### config.mk
export PLATFORM = sky130hd
export DESIGN_NAME = parity_frame_ctrl
export DESIGN_NICKNAME = d
export VERILOG_FILES = /design/src/rtl/parity_pkg.sv /design/src/rtl/word_xor_reduce.sv /design/src/rtl/parity_frame_ctrl.sv
export SDC_FILE = /design/constraint.sdc
export NUM_CORES = 1
export LEC_CHECK = 0
export ABC_AREA = 1
export BUFFER_PORTS_ARGS = -buffer_cell sky130_fd_sc_hd__clkbuf_2
export CAP_MARGIN = 20
export CELL_PAD_IN_SITES_DETAIL_PLACEMENT = 1
export CELL_PAD_IN_SITES_GLOBAL_PLACEMENT = 1
export CORE_MARGIN = 2
export CORE_UTILIZATION = 37
export CTS_CLUSTER_DIAMETER = 100
export CTS_CLUSTER_SIZE = 14
export DETAILED_ROUTE_END_ITERATION = 8
export PLACE_DENSITY = 0.85
export SYNTH_ARGS = -nofsm -noshare
export SYNTH_HDL_FRONTEND = slang
export SYNTH_HIERARCHICAL = 1
export SYNTH_SLANG_ARGS = --single-unit
### constraint.sdc
create_clock -name clk -period 3.8 [get_ports clk]
set_input_delay 0.76 -clock clk [delete_from_list [all_inputs] [get_ports clk]]
set_output_delay 0.76 -clock clk [all_outputs]
set_load 0.01 [all_outputs]
### src/rtl/parity_pkg.sv
// Shared definitions for the parity frame controller.
//   state_t        : frame controller FSM states
//   PAR_W_DEFAULT  : default data word width
//   PAR_LW_DEFAULT : default frame-length field width
package parity_pkg;

    localparam int PAR_W_DEFAULT  = 8;
    localparam int PAR_LW_DEFAULT = 4;

    typedef enum logic [1:0] {
        ST_IDLE = 2'd0,
        ST_RUN  = 2'd1,
        ST_DONE = 2'd2
    } state_t;

endpackage

### src/rtl/word_xor_reduce.sv
// Combinational per-word parity: XOR of all bits of one data word.
//   i_word : W-bit data word
//   o_par  : 1 when the word holds an odd number of ones
module word_xor_reduce #(
    parameter int W = 8
) (
    input  logic [W-1:0] i_word,
    output logic         o_par
);

    assign o_par = ^i_word;

endmodule

### src/rtl/parity_frame_ctrl.sv
// Frame parity controller. Accepts a frame of len words on a valid/ready
// stream, accumulates the parity of every bit in the frame and reports the
// parity bit (odd or even mode) plus an optional mismatch flag.
//   clk       : clock, rising edge
//   reset     : synchronous, active-high
//   start     : begin a frame (honoured only in IDLE)
//   len       : frame length in words, sampled with start (0 = empty frame)
//   odd       : 1 = odd parity, 0 = even parity, sampled with start
//   chk       : enable comparison against exp_par, sampled with start
//   exp_par   : expected frame parity, sampled with start
//   s_data    : stream data word
//   s_valid   : stream data valid
//   s_ready   : controller accepts a word this cycle (RUN only)
//   busy      : frame in progress (RUN or DONE)
//   done_tick : one-cycle pulse at frame completion
//   par       : frame parity bit, held until the next accepted start
//   err       : parity mismatch flag, held until the next accepted start
module parity_frame_ctrl
    import parity_pkg::*;
#(
    parameter int W  = PAR_W_DEFAULT,
    parameter int LW = PAR_LW_DEFAULT
) (
    input  logic          clk,
    input  logic          reset,
    input  logic          start,
    input  logic [LW-1:0] len,
    input  logic          odd,
    input  logic          chk,
    input  logic          exp_par,
    input  logic [W-1:0]  s_data,
    input  logic          s_valid,
    output logic          s_ready,
    output logic          busy,
    output logic          done_tick,
    output logic          par,
    output logic          err
);

    state_t        r_state;
    state_t        w_next_state;
    logic          r_acc;
    logic [LW-1:0] r_cnt;
    logic          r_odd;
    logic          r_chk;
    logic          r_exp;
    logic          r_par;
    logic          r_err;

    logic          w_word_par;
    logic          w_beat;
    logic          w_last_beat;
    logic          w_final_par;

    word_xor_reduce #(.W(W)) u_word_xor (
        .i_word (s_data),
        .o_par  (w_word_par)
    );

    assign w_beat      = s_valid && (r_state == ST_RUN);
    assign w_last_beat = w_beat && (r_cnt == LW'(1));
    // Parity of the completed frame, including the word of the final beat,
    // so par/err are already registered when done_tick is high.
    assign w_final_par = r_acc ^ w_word_par ^ r_odd;

    assign par = r_par;
    assign err = r_err;

    always_comb begin
        w_next_state = r_state;
        s_ready      = 1'b0;
        busy         = 1'b0;
        done_tick    = 1'b0;
        case (r_state)
            ST_IDLE: begin
                if (start) begin
                    w_next_state = (len == '0) ? ST_DONE : ST_RUN;
                end
            end
            ST_RUN: begin
                s_ready = 1'b1;
                busy    = 1'b1;
                if (w_last_beat) begin
                    w_next_state = ST_DONE;
                end
            end
            ST_DONE: begin
                busy         = 1'b1;
                done_tick    = 1'b1;
                w_next_state = ST_IDLE;
            end
            default: begin
                w_next_state = ST_IDLE;
            end
        endcase
    end

    always_ff @(posedge clk) begin
        if (reset) begin
            r_state <= ST_IDLE;
            r_acc   <= 1'b0;
            r_cnt   <= '0;
            r_odd   <= 1'b0;
            r_chk   <= 1'b0;
            r_exp   <= 1'b0;
            r_par   <= 1'b0;
            r_err   <= 1'b0;
        end else begin
            r_state <= w_next_state;
            case (r_state)
                ST_IDLE: begin
                    if (start) begin
                        r_odd <= odd;
                        r_chk <= chk;
                        r_exp <= exp_par;
                        r_acc <= 1'b0;
                        r_cnt <= len;
                        if (len == '0) begin
                            // Empty frame: parity of zero words is just the mode bit.
                            r_par <= odd;
                            r_err <= chk & (odd != exp_par);
                        end else begin
                            r_par <= 1'b0;
                            r_err <= 1'b0;
                        end
                    end
                end
                ST_RUN: begin
                    if (w_beat) begin
                        r_acc <= r_acc ^ w_word_par;
                        r_cnt <= r_cnt - LW'(1);
                        if (w_last_beat) begin
                            r_par <= w_final_par;
                            r_err <= r_chk & (w_final_par != r_exp);
                        end
                    end
                end
                default: begin
                end
            endcase
        end
    end

endmodule

# Yosys cells after proc, flatten, opt, wreduce, memory -nomap -nowiden
# Index checks and enable logic that the tools add are counted.
[totals] register_bits=12 inputBits=19 output_inout_bits=5 elab_cells=55
[op_classes] addsub=1 eq_ne=8 muxes=23 bitwise_logic=4 n_reduce_logical=11
[op_table] cell="2-to-1 mux 1 bit" n=13
[op_table] cell="2-to-1 mux 4 bit" n=2
[op_table] cell="case mux 4 bit (2 select lines)" n=1
[op_table] cell="parity 8 bit" n=1
[op_table] cell="2-to-1 mux 2 bit" n=3
[op_table] cell="inequality test 2 bit, second input constant" n=3
[op_table] cell="case mux 1 bit (2 select lines)" n=3
[op_table] cell="== test 4 x 1 -> 1 bit, second input constant" n=1
[op_table] cell="zero test 4 bit" n=1
[op_table] cell="case mux 2 bit (2 select lines)" n=1
[op_table] cell="AND reduction 2 bit" n=2
[op_table] cell="AND reduction 4 bit" n=1
[op_table] cell="subtractor 4 x 1 -> 4 bit, second input constant" n=1
[op_table] cell="AND reduction 3 bit" n=1
[op_table] cell="bitwise AND 1 bit" n=2
[op_table] cell="== test 2 x 1 -> 1 bit, second input constant" n=1
[op_table] cell="== test 2 bit, second input constant" n=1
[op_table] cell="logical AND 1 bit" n=2
[op_table] cell="zero test 2 bit" n=1
[op_table] cell="inequality test 1 bit" n=2
[op_table] cell="nonzero test 2 bit" n=1
[op_table] cell="OR reduction 2 bit" n=1
[op_table] cell="XOR 1 bit" n=2

# Longest topological paths before layout
# Gate-level depths: netlist of the first run.
[logic_depth] ltp_word=8 depth_mapped=14

# Hierarchy
# The synthesis of the first run kept the hierarchy.
[modules_own_cells] module="parity_frame_ctrl" n_inst=1 cells_per_inst=116 area_per_inst_um2=774.5 seq_area_each_um2=240.2
[modules_own_cells] module="word_xor_reduce" n_inst=1 cells_per_inst=47 area_per_inst_um2=176.4 seq_area_each_um2=0.0

# Worst setup path after synthesis of the first run
# Ideal clock, no wire load.
[synth_path] path_type="input -> register" startpoint="input s_data[4]" endpoint="register r_par, in the netlist par" setup_time_ps=117 t_arrival_ps=1602 required_time_ps=3683 setup_slack_ps=2082 path_stages=14 n_path_buf=0 cell_sequence="inv_1 nand2_1 nand2_1 nand2_1 nand2_1 nand2_1 nand2_1 inv_1 nand2_1 nand3_1 nand2_1 nor2_1 nor3_1 nor2_1"
[synth_via] elab_chain_cells=6
[synth_lines] element="start: declaration" line_no="parity_frame_ctrl.sv:31" source="input logic [W-1:0] s_data,"
[synth_lines] element="parity 8 bit" line_no="word_xor_reduce.sv:11" source="assign o_par = ^i_word;"
[synth_lines] element="net w_word_par" line_no="parity_frame_ctrl.sv:50" source="logic w_word_par;"
[synth_lines] element="XOR 1 bit (2 in a row)" line_no="parity_frame_ctrl.sv:64" source="assign w_final_par = r_acc ^ w_word_par ^ r_odd;"
[synth_lines] element="2-to-1 mux 1 bit" line_no="parity_frame_ctrl.sv:132" source="if (w_last_beat) begin"
[synth_lines] element="2-to-1 mux 1 bit" line_no="parity_frame_ctrl.sv:129" source="if (w_beat) begin"
[synth_lines] element="case mux 1 bit (2 select lines)" line_no="parity_frame_ctrl.sv:110" source="case (r_state)"
[synth_lines] element="end signal: assignment" line_no="parity_frame_ctrl.sv:133" source="r_par <= w_final_par;"
[synth_lines] element="end: declaration" line_no="parity_frame_ctrl.sv:47" source="logic r_par;"
# The timed path passes the listed nets, and every way through them passes these cells. The select of a mux whose other input is x is not followed.
# A chain may end at the register's enable or synchronous reset.

# Final worst setup path of the first run
[layout_path] startpoint="register r_state[1]" endpoint="output s_ready"
[layout_via] elab_chain_cells=2
[layout_lines] element="start: declaration" line_no="parity_frame_ctrl.sv:40" source="state_t r_state;"
[layout_lines] element="start signal: assignment" line_no="parity_frame_ctrl.sv:109" source="r_state <= w_next_state;"
[layout_lines] element="== test 2 x 1 -> 1 bit" line_no="parity_frame_ctrl.sv:74" source="case (r_state)"
[layout_lines] element="2-to-1 mux 1 bit" line_no="parity_frame_ctrl.sv:74"
[layout_lines] element="end: declaration" line_no="parity_frame_ctrl.sv:33" source="output logic s_ready,"
# Every way passes these cells.

==> impl_results.md, run 1 <==
* Yosys reg bits at 12
* Syn-to-layout area delta at 18.7%
* WP buf/inv at 2
* Final std cells w/o fill at 219
* Fraction of layout cells with a size suffix above 1 at 21.2%
* CTS Hold Bufs at 0
* Internal at 285 uW
* Crit Reg-Reg Startpoint: r_state[1]$_SDFFE_PP0P_
* Slowest CP cell: ha_1
* DRC Markers at 0
* Die Ht at 54.7 um
* Std cell rows at 18
* Final TNS setup at 0 ns
* Antenna-violating nets left at 0
* HP Start: r_exp$_SDFFE_PP0P_
* Area of the die at 0.00299 mm2
* Post-Synthesis Cells at 163
* Combinational Power Share at 44.0%
* WL/cell at 11.8 um
* Rel. slew slack at 70.1%
* Synth Warn # at 6
* Via/cell ratio at 4.94
* Area of the core at 0.00245 mm2
* Vias in the first global route at 1033
* Clock Power Share at 22.1%
* Main synth FF type: dfxtp_1
* Final-report hold violation count at 0
* CP delay by family, top: adder cells
* Leakage at 0.630 nW
* Total wire length at 2.58 mm
* Die W at 54.7 um
* Starting Density at 38.7%
* Final period util at 56.3%
* Vias at 1081
* Crit start category: register
* GRT Total Usage at 19.3%
* Final Setup Violations at 0
* Crit-path cells: inv_1 > ha_1 > clkbuf_2
* IO buf count at 23
* GRT Residual Overflow at 0
* Synthesized area per cell at 5.83 um2
* Most common cell after layout, fill and taps aside: nand2_1
* Core Util, Final at 46.0%
* RSZ-0062 raised after global routing: no
* Dpl ws at 1.80 ns
* R2r setup slk at 2.08 ns
* CTS tree: yes
* Post-route minimum period at 2.14 ns
* Status: finished, final reports clean
* Dpl hpwl at 2.15 mm
* Synth top area share at 25.7%
* DRT Pass-1 Iters at 4
* CTS Root Cell: clkbuf_4
* First-pass GRT wire length at 4.14 mm
* R2R Path End: par$_SDFFE_PP0P_
* Switch Pwr at 203 uW
* FMAX at 468 MHz
* Min-Delay Path Depth at 2
* CP required at 3.04 ns
* Cts repair resizes at 0
* IO Count at 24
* Sw Ratio at 41.6%
* Most frequent cells in the layout: nand2_1, inv_1, clkbuf_2
* Arrival @ worst endpoint at 1.38 ns
* R2R cell count at 7
* Worst Tran Pin Value at 0.448 ns
* # Post-CTS Setup Buffers at 0
* Pins Over Slew Limit at 0
* Kind of critical path: reg2out
* Final clock skew at 0.0171 ns
* CTS Buf Count at 3
* Pwr dens at 433 mW/mm2
* Syn Nets at 187
* Maximum clock path buffer count at 2
* Critical path peak fanout at 9
* Pin count of the biggest net entering global routing at 11
* DR iter-0 viols at 7
* Distinct cells, synth at 23
* H-tree Lvls at 1
* Clk slew on worst S/H paths at 0.10 ns
* Mapped Area at 951 um2
* Synth area leaders: nand2_1, dfxtp_1, inv_1
* Post-synthesis async set-or-reset flop share at 0%
* Sequential area share after synthesis at 25.3%
* Final WS setup at 1.66 ns
* Cells after DPL at 215
* Worst hold path endpoint: r_exp$_SDFFE_PP0P_
* CTS Sinks at 12
* Max-Cap Viols at 0
* Final net count at 214
* Later-pin clock latency in the skew report at 0.29 ns
* Setup crit end kind: output pin
* VDD IR max at 0.000252 V
* Initial antenna violation count at 0
* Reg power frac at 33.9%
* HP Class: reg2reg
* Post-synth EDFFs at 0
* Routability cong. at 0.759
* Post-synth top area cell: nand2_1
* CP max stage delay at 0.44 ns
* Inserted Diodes at 0
==> state kept, by name, summed over array words and instances (netlist names) <==
| signal | flops |
|---|---|
| r_acc | 1 |
| par | 1 |
| err | 1 |
| r_cnt | 4 |
| r_chk | 1 |
| r_odd | 1 |
| r_state | 2 |
| r_exp | 1 |
==> power by group through the flow <==
stage	logic [mW]	registers (mW)	clock network (mW)
after floorplan	0.157	0.167	0
after global placement	0.201	0.166	0
after detailed placement	0.215	0.168	0
after CTS	0.218	0.166	0.112
after global routing	0.246	0.168	0.116
final	0.215	0.165	0.108
==> how the worst max path moves through the flow <==
stage | start | slack (ns) | endpoint | cells after the start
after floorplan | s_data[4] | 2.08 | par$_SDFFE_PP0P_ | 14
final | r_state[1]$_SDFFE_PP0P_ | 1.66 | s_ready | 3
after global routing | r_state[1]$_SDFFE_PP0P_ | 1.56 | s_ready | 3
after detailed placement | s_data[5] | 1.80 | par$_SDFFE_PP0P_ | 15
after global placement | s_data[6] | 1.91 | par$_SDFFE_PP0P_ | 15
after CTS | r_state[1]$_SDFFE_PP0P_ | 1.64 | s_ready | 3
==> per-stage QoR <==
step / power, mW / cell area (um2) / hold WS [ns]
floorplan: 0.324 / 951 / 0.444
global placement: 0.367 / 1090 / 0.469
detailed placement: 0.384 / 1090 / 0.466
CTS: 0.495 / 1130 / 0.490
global route: 0.530 / 1130 / 0.514
finish: 0.488 / 1130 / 0.486
==> synthesized netlist by cell type, types with 2 or more instances <==
library cell	instances
a21oi_1	10
dfxtp_1	12
ha_1	5
inv_1	23
inv_2	3
nand2_1	65
nand2_2	2
nand3_1	10
nor2_1	11
o21ai_0	7
o21ai_1	3
==> cells by family (layout without fill, tap and decap cells) <==
| kind of cell | Yosys count | count (layout) | synth area share, % |
|---|---|---|---|
| DFF | 12 | 12 | 25.3 |
| AOI/OAI and AO/OA | 24 | 24 | 14.9 |
| and+or+nand+nor | 93 | 93 | 40.3 |
| buffers and inverters | 29 | 55 | 13.0 |
| adders and majority gates | 5 | 5 | 6.58 |
==> worst register-to-register path: cells and delay by family (launching register included) <==
| kind | cells | cell delay (ns) |
|---|---|---|
| compound gates | 1 | 0.25 |
| simple gates | 4 | 0.48 |
| buf+inv | 1 | 0.10 |
| flops | 1 | 0.33 |
| fa+ha+maj | 1 | 0.44 |
==> area by class of cell <==
cell class	count	area, um2
Clock buffer	4	36.3
Fill cell	362	1330
Inverter	28	113
Multi-Input combinational cell	122	587
Sequential cell	12	240
Tap cell	30	37.5
Timing Repair Buffer	23	115
==> routing by layer <==
layer	track usage (%)	up-vias	share of wire [%]
li1	-	558	-
met1	20.8	501	42
met2	35.3	15	53
met3	4.92	7	3.1
met4	7.50	0	1.9
met5	0	-	0
(Power assumes the default switching activity.)
==> run 2, diff against run 1 <==
--- a/config.mk
+++ b/config.mk
@@ -5,17 +5,17 @@
 export SDC_FILE = /design/constraint.sdc
 export NUM_CORES = 1
 export LEC_CHECK = 0
-export ABC_AREA = 1
+export ABC_AREA = 0
 export BUFFER_PORTS_ARGS = -buffer_cell sky130_fd_sc_hd__clkbuf_2
 export CAP_MARGIN = 20
 export CELL_PAD_IN_SITES_DETAIL_PLACEMENT = 1
 export CELL_PAD_IN_SITES_GLOBAL_PLACEMENT = 1
 export CORE_MARGIN = 2
-export CORE_UTILIZATION = 37
+export CORE_UTILIZATION = 32
 export CTS_CLUSTER_DIAMETER = 100
 export CTS_CLUSTER_SIZE = 14
 export DETAILED_ROUTE_END_ITERATION = 8
-export PLACE_DENSITY = 0.85
+export PLACE_DENSITY = 0.76
 export SYNTH_ARGS = -nofsm -noshare
 export SYNTH_HDL_FRONTEND = slang
 export SYNTH_HIERARCHICAL = 1
==> constraint.sdc (replaced) <==
create_clock -name clk -period 1.8 [get_ports clk]
set_input_delay 0.36 -clock clk [delete_from_list [all_inputs] [get_ports clk]]
set_output_delay 0.36 -clock clk [all_outputs]
set_load 0.01 [all_outputs]
==> run 2 against run 1 <==
Compared with the run above: core utilization decreased by 4.9 points; cell area decreased by 12%; sequential cell count unchanged; area after synthesis decreased by 15%; cell count decreased by 28%; first-iteration DRC count increased by 86%; largest cell class unchanged; power increased by 84%; synthesized cell count decreased by 38%; largest power group unchanged; via count decreased by 24%; worst hold slack got worse by 0.14 ns; count of clock-buffer cells in the layout decreased by 1; global-route usage decreased by 3.5 points.
==> impl_results.md, run 2 <==
* Status: finished, final reports clean
* H-tree Lvls at 1 (unchanged)
* Core Util, Final at 41.0% (-4.9 points)
* Final-report hold violation count at 0 (unchanged)
* HP Class: in2reg
* DRT Pass-1 Iters at 4 (unchanged)
* CTS Hold Bufs at 0 (unchanged)
* FMAX at 604 MHz
* R2r setup slk at 0.14 ns (-1.94 ns)
* Inserted Diodes at 0 (unchanged)
* Crit-path cells: inv_1 > ha_1 > buf_4 > a211oi_1 > buf_4 > nor2_1 > a211oi_1
* First-pass GRT wire length at 3.28 mm (-21%)
* Kind of critical path: reg2reg
* Rel. slew slack at 70.1% (about the same)
* Yosys reg bits at 12 (unchanged)
* DRC Markers at 0 (unchanged)
* Distinct cells, synth at 35 (+52%)
* Min-Delay Path Depth at 3 (+1)
* Syn Nets at 125 (-33%)
* Area of the core at 0.00243 mm2 (-0.92%)
* Largest register FFs at 4 (unchanged)
* Pin count of the biggest net entering global routing at 14 (+3)
* Later-pin clock latency in the skew report at 0.27 ns (-0.02 ns)
* Combinational family with the most area after synthesis: simple AND/OR/NAND/NOR gates
* Main synth FF type: dfxtp_1
* Synthesized area per cell at 7.99 um2 (+37%)
* Synth top cells by count: nand2_1, dfxtp_1, a21oi_1
* Synth Warn # at 6 (unchanged)
* Final period util at 92.0%
* Post-synthesis async set-or-reset flop share at 0% (unchanged)
* VDD IR max at 0.000395 V (+57%)
* Die W at 54.2 um (-0.87%)
* Syn-to-layout area delta at 23.7%
* Vias at 823 (-24%)
* WL/cell at 12.9 um (+9.7%)
* Most frequent cell after synthesis: nand2_1
* Std cell rows at 18 (unchanged)
* Crit Reg-Reg Startpoint: r_state[1]$_SDFFE_PP0P_
* Most common cell after layout, fill and taps aside: clkbuf_2
* HP Start: chk
* Die Ht at 54.2 um (-0.87%)
* Synth top area share at 29.8% (+4.1 points)
* Fraction of layout cells with a size suffix above 1 at 25.8% (+4.6 points)
* Post-Synthesis Cells at 101 (-38%)
* Leakage at 0.408 nW (-35%)
* Critical path peak fanout at 13 (+4)
* DR iter-0 viols at 13 (+6)
* Simple-Gate Fraction of Synth Area at 25.4% (-15 points)
* Pwr dens at 900 mW/mm2 (+110%)
* Synth area leaders: dfxtp_1, xnor2_1, ha_1
* # Post-CTS Setup Buffers at 0 (unchanged)
* GRT Residual Overflow at 0 (unchanged)
* Post-synth top area cell: dfxtp_1
* Mapped Area at 807 um2 (-15%)
* Post-synthesis xor/xnor area fraction at 10.9% (+11 points)
* Setup crit end kind: register
* Arrival @ worst endpoint at 1.84 ns (+0.46 ns)
* R2R cell count at 7 (unchanged)
* GRT Total Usage at 15.8% (-3.5 points)
* Worst Tran Pin Value at 0.448 ns (-0.000806 ns)
* Post-route minimum period at 1.66 ns
* Starting Density at 33.2% (-5.6 points)
* CTS Sinks at 12 (unchanged)
* Final Setup Violations at 0 (unchanged)
* CTS Buf Count at 3 (unchanged)
* RSZ-0062 raised after global routing: no
* CTS Root Cell: clkbuf_4
* CTS tree: yes
* Post-synth EDFFs at 0 (unchanged)
* Initial antenna violation count at 0 (unchanged)
* Routability cong. at 0.744 (-2.0%)
* Crit start category: register
* Area of the die at 0.00294 mm2 (-1.7%)
* Dpl hpwl at 1.70 mm (-21%)
* Mux share of post-synthesis cell area at 1.24% (+1.2 points)
* Compound-Gate Fraction of Synth Area at 20.0% (+5.1 points)
* Largest regs: r_cnt (4), r_state (2)
* Final TNS setup at 0 ns (unchanged)
* Final net count at 154 (-28%)
* IO Count at 24 (unchanged)
* Final clock skew at 0.00358 ns (-0.0136 ns)
* Cts repair resizes at 0 (unchanged)
* Vias in the first global route at 763 (-26%)
* Most frequent cells in the layout: clkbuf_2, nand2_1, dfxtp_1
* Adder-cell area share of the yosys netlist at 7.75% (+1.2 points)
* Worst setup path startpoint: r_state[1]$_SDFFE_PP0P_
* IO buf count at 23 (unchanged)
* Pins Over Slew Limit at 0 (unchanged)
* Total wire length at 2.04 mm (-21%)
* Maximum clock path buffer count at 2 (unchanged)
* Antenna-violating nets left at 0 (unchanged)
* CP required at 1.98 ns (-1.06 ns)
* Via/cell ratio at 5.21 (+5.5%)
* Max-Cap Viols at 0 (unchanged)
* Sequential area share after synthesis at 29.8% (+4.5 points)
* Worst hold path endpoint: r_chk$_SDFFE_PP0P_
* CP max stage delay at 0.35 ns (-0.09 ns)
* Largest Register: r_cnt
* Slowest CP cell: dfxtp_1
* Clk slew on worst S/H paths at 0.07 ns (-0.03 ns)
* R2R Path End: par$_SDFFE_PP0P_
==> run 2: metrics by stage <==
stage	hold WS [ns]	power, mW	setup slack (ns)	cells	instance area [um2]
finish	0.346	0.899	0.145	158	998
floorplan	0.439	0.602	0.102	101	807
detailed placement	0.479	0.748	-0.0833	155	976
CTS	0.339	0.919	0.123	158	998
global placement	0.465	0.733	-0.0190	155	976
global route	0.365	0.985	0.0236	158	998
==> run 2: final cells by class <==
class,count,area (um2)
clock buffer,3,22.5
fill,313,1430
inverter,5,18.8
multi-input combinational,80,527
sequential,12,240
tap,30,37.5
timing repair buffer,28,153
==> run 2: cell families after synthesis <==
logic type	Yosys count
AND/OR/NAND/NOR	38
XOR/XNOR	10
AO/OA/AOI/OAI	26
flip-flops	12
adder cells (fa/ha/maj)	5
buffers and inverters	9
multiplexers	1
==> run 2: where the power goes <==
group	leakage [nW]	internal, mW	switching (mW)
logic	0.296	0.182	0.214
registers	0.0986	0.307	0.0329
clock network	0.0138	0.0774	0.0864
total	0.408	0.566	0.333
==> run 2: worst max-delay path: cells and delay by family, from the launching register on <==
family	cells	cell delay (ns)
AOI/OAI and AO/OA	2	0.45
adders and majority gates	1	0.26
DFF	1	0.35
and+or+nand+nor	1	0.04
buffers and inverters	3	0.46
==> run 2: layer usage <==
metal / GRT usage [%] / vias to the layer above / wire length, um
met1: 17.1 / 395 / 866
met5: 0 / - / 0
li1: - / 411 / -
met4: 3.75 / 0 / 13
met2: 29.7 / 15 / 1060
met3: 4.92 / 2 / 94
==> run 2: worst max path at each step <==
stage / slack, ns / cells past startpoint / to
6_report: 0.14 / 7 / par$_SDFFE_PP0P_
5_1_grt: 0.02 / 6 / r_cnt[3]$_SDFFE_PP0P_
4_1_cts: 0.12 / 7 / par$_SDFFE_PP0P_
3_5_place_dp: -0.08 / 7 / err$_SDFFE_PP0P_
3_3_place_gp: -0.02 / 7 / err$_SDFFE_PP0P_
2_1_floorplan: 0.10 / 6 / err$_SDFFE_PP0P_
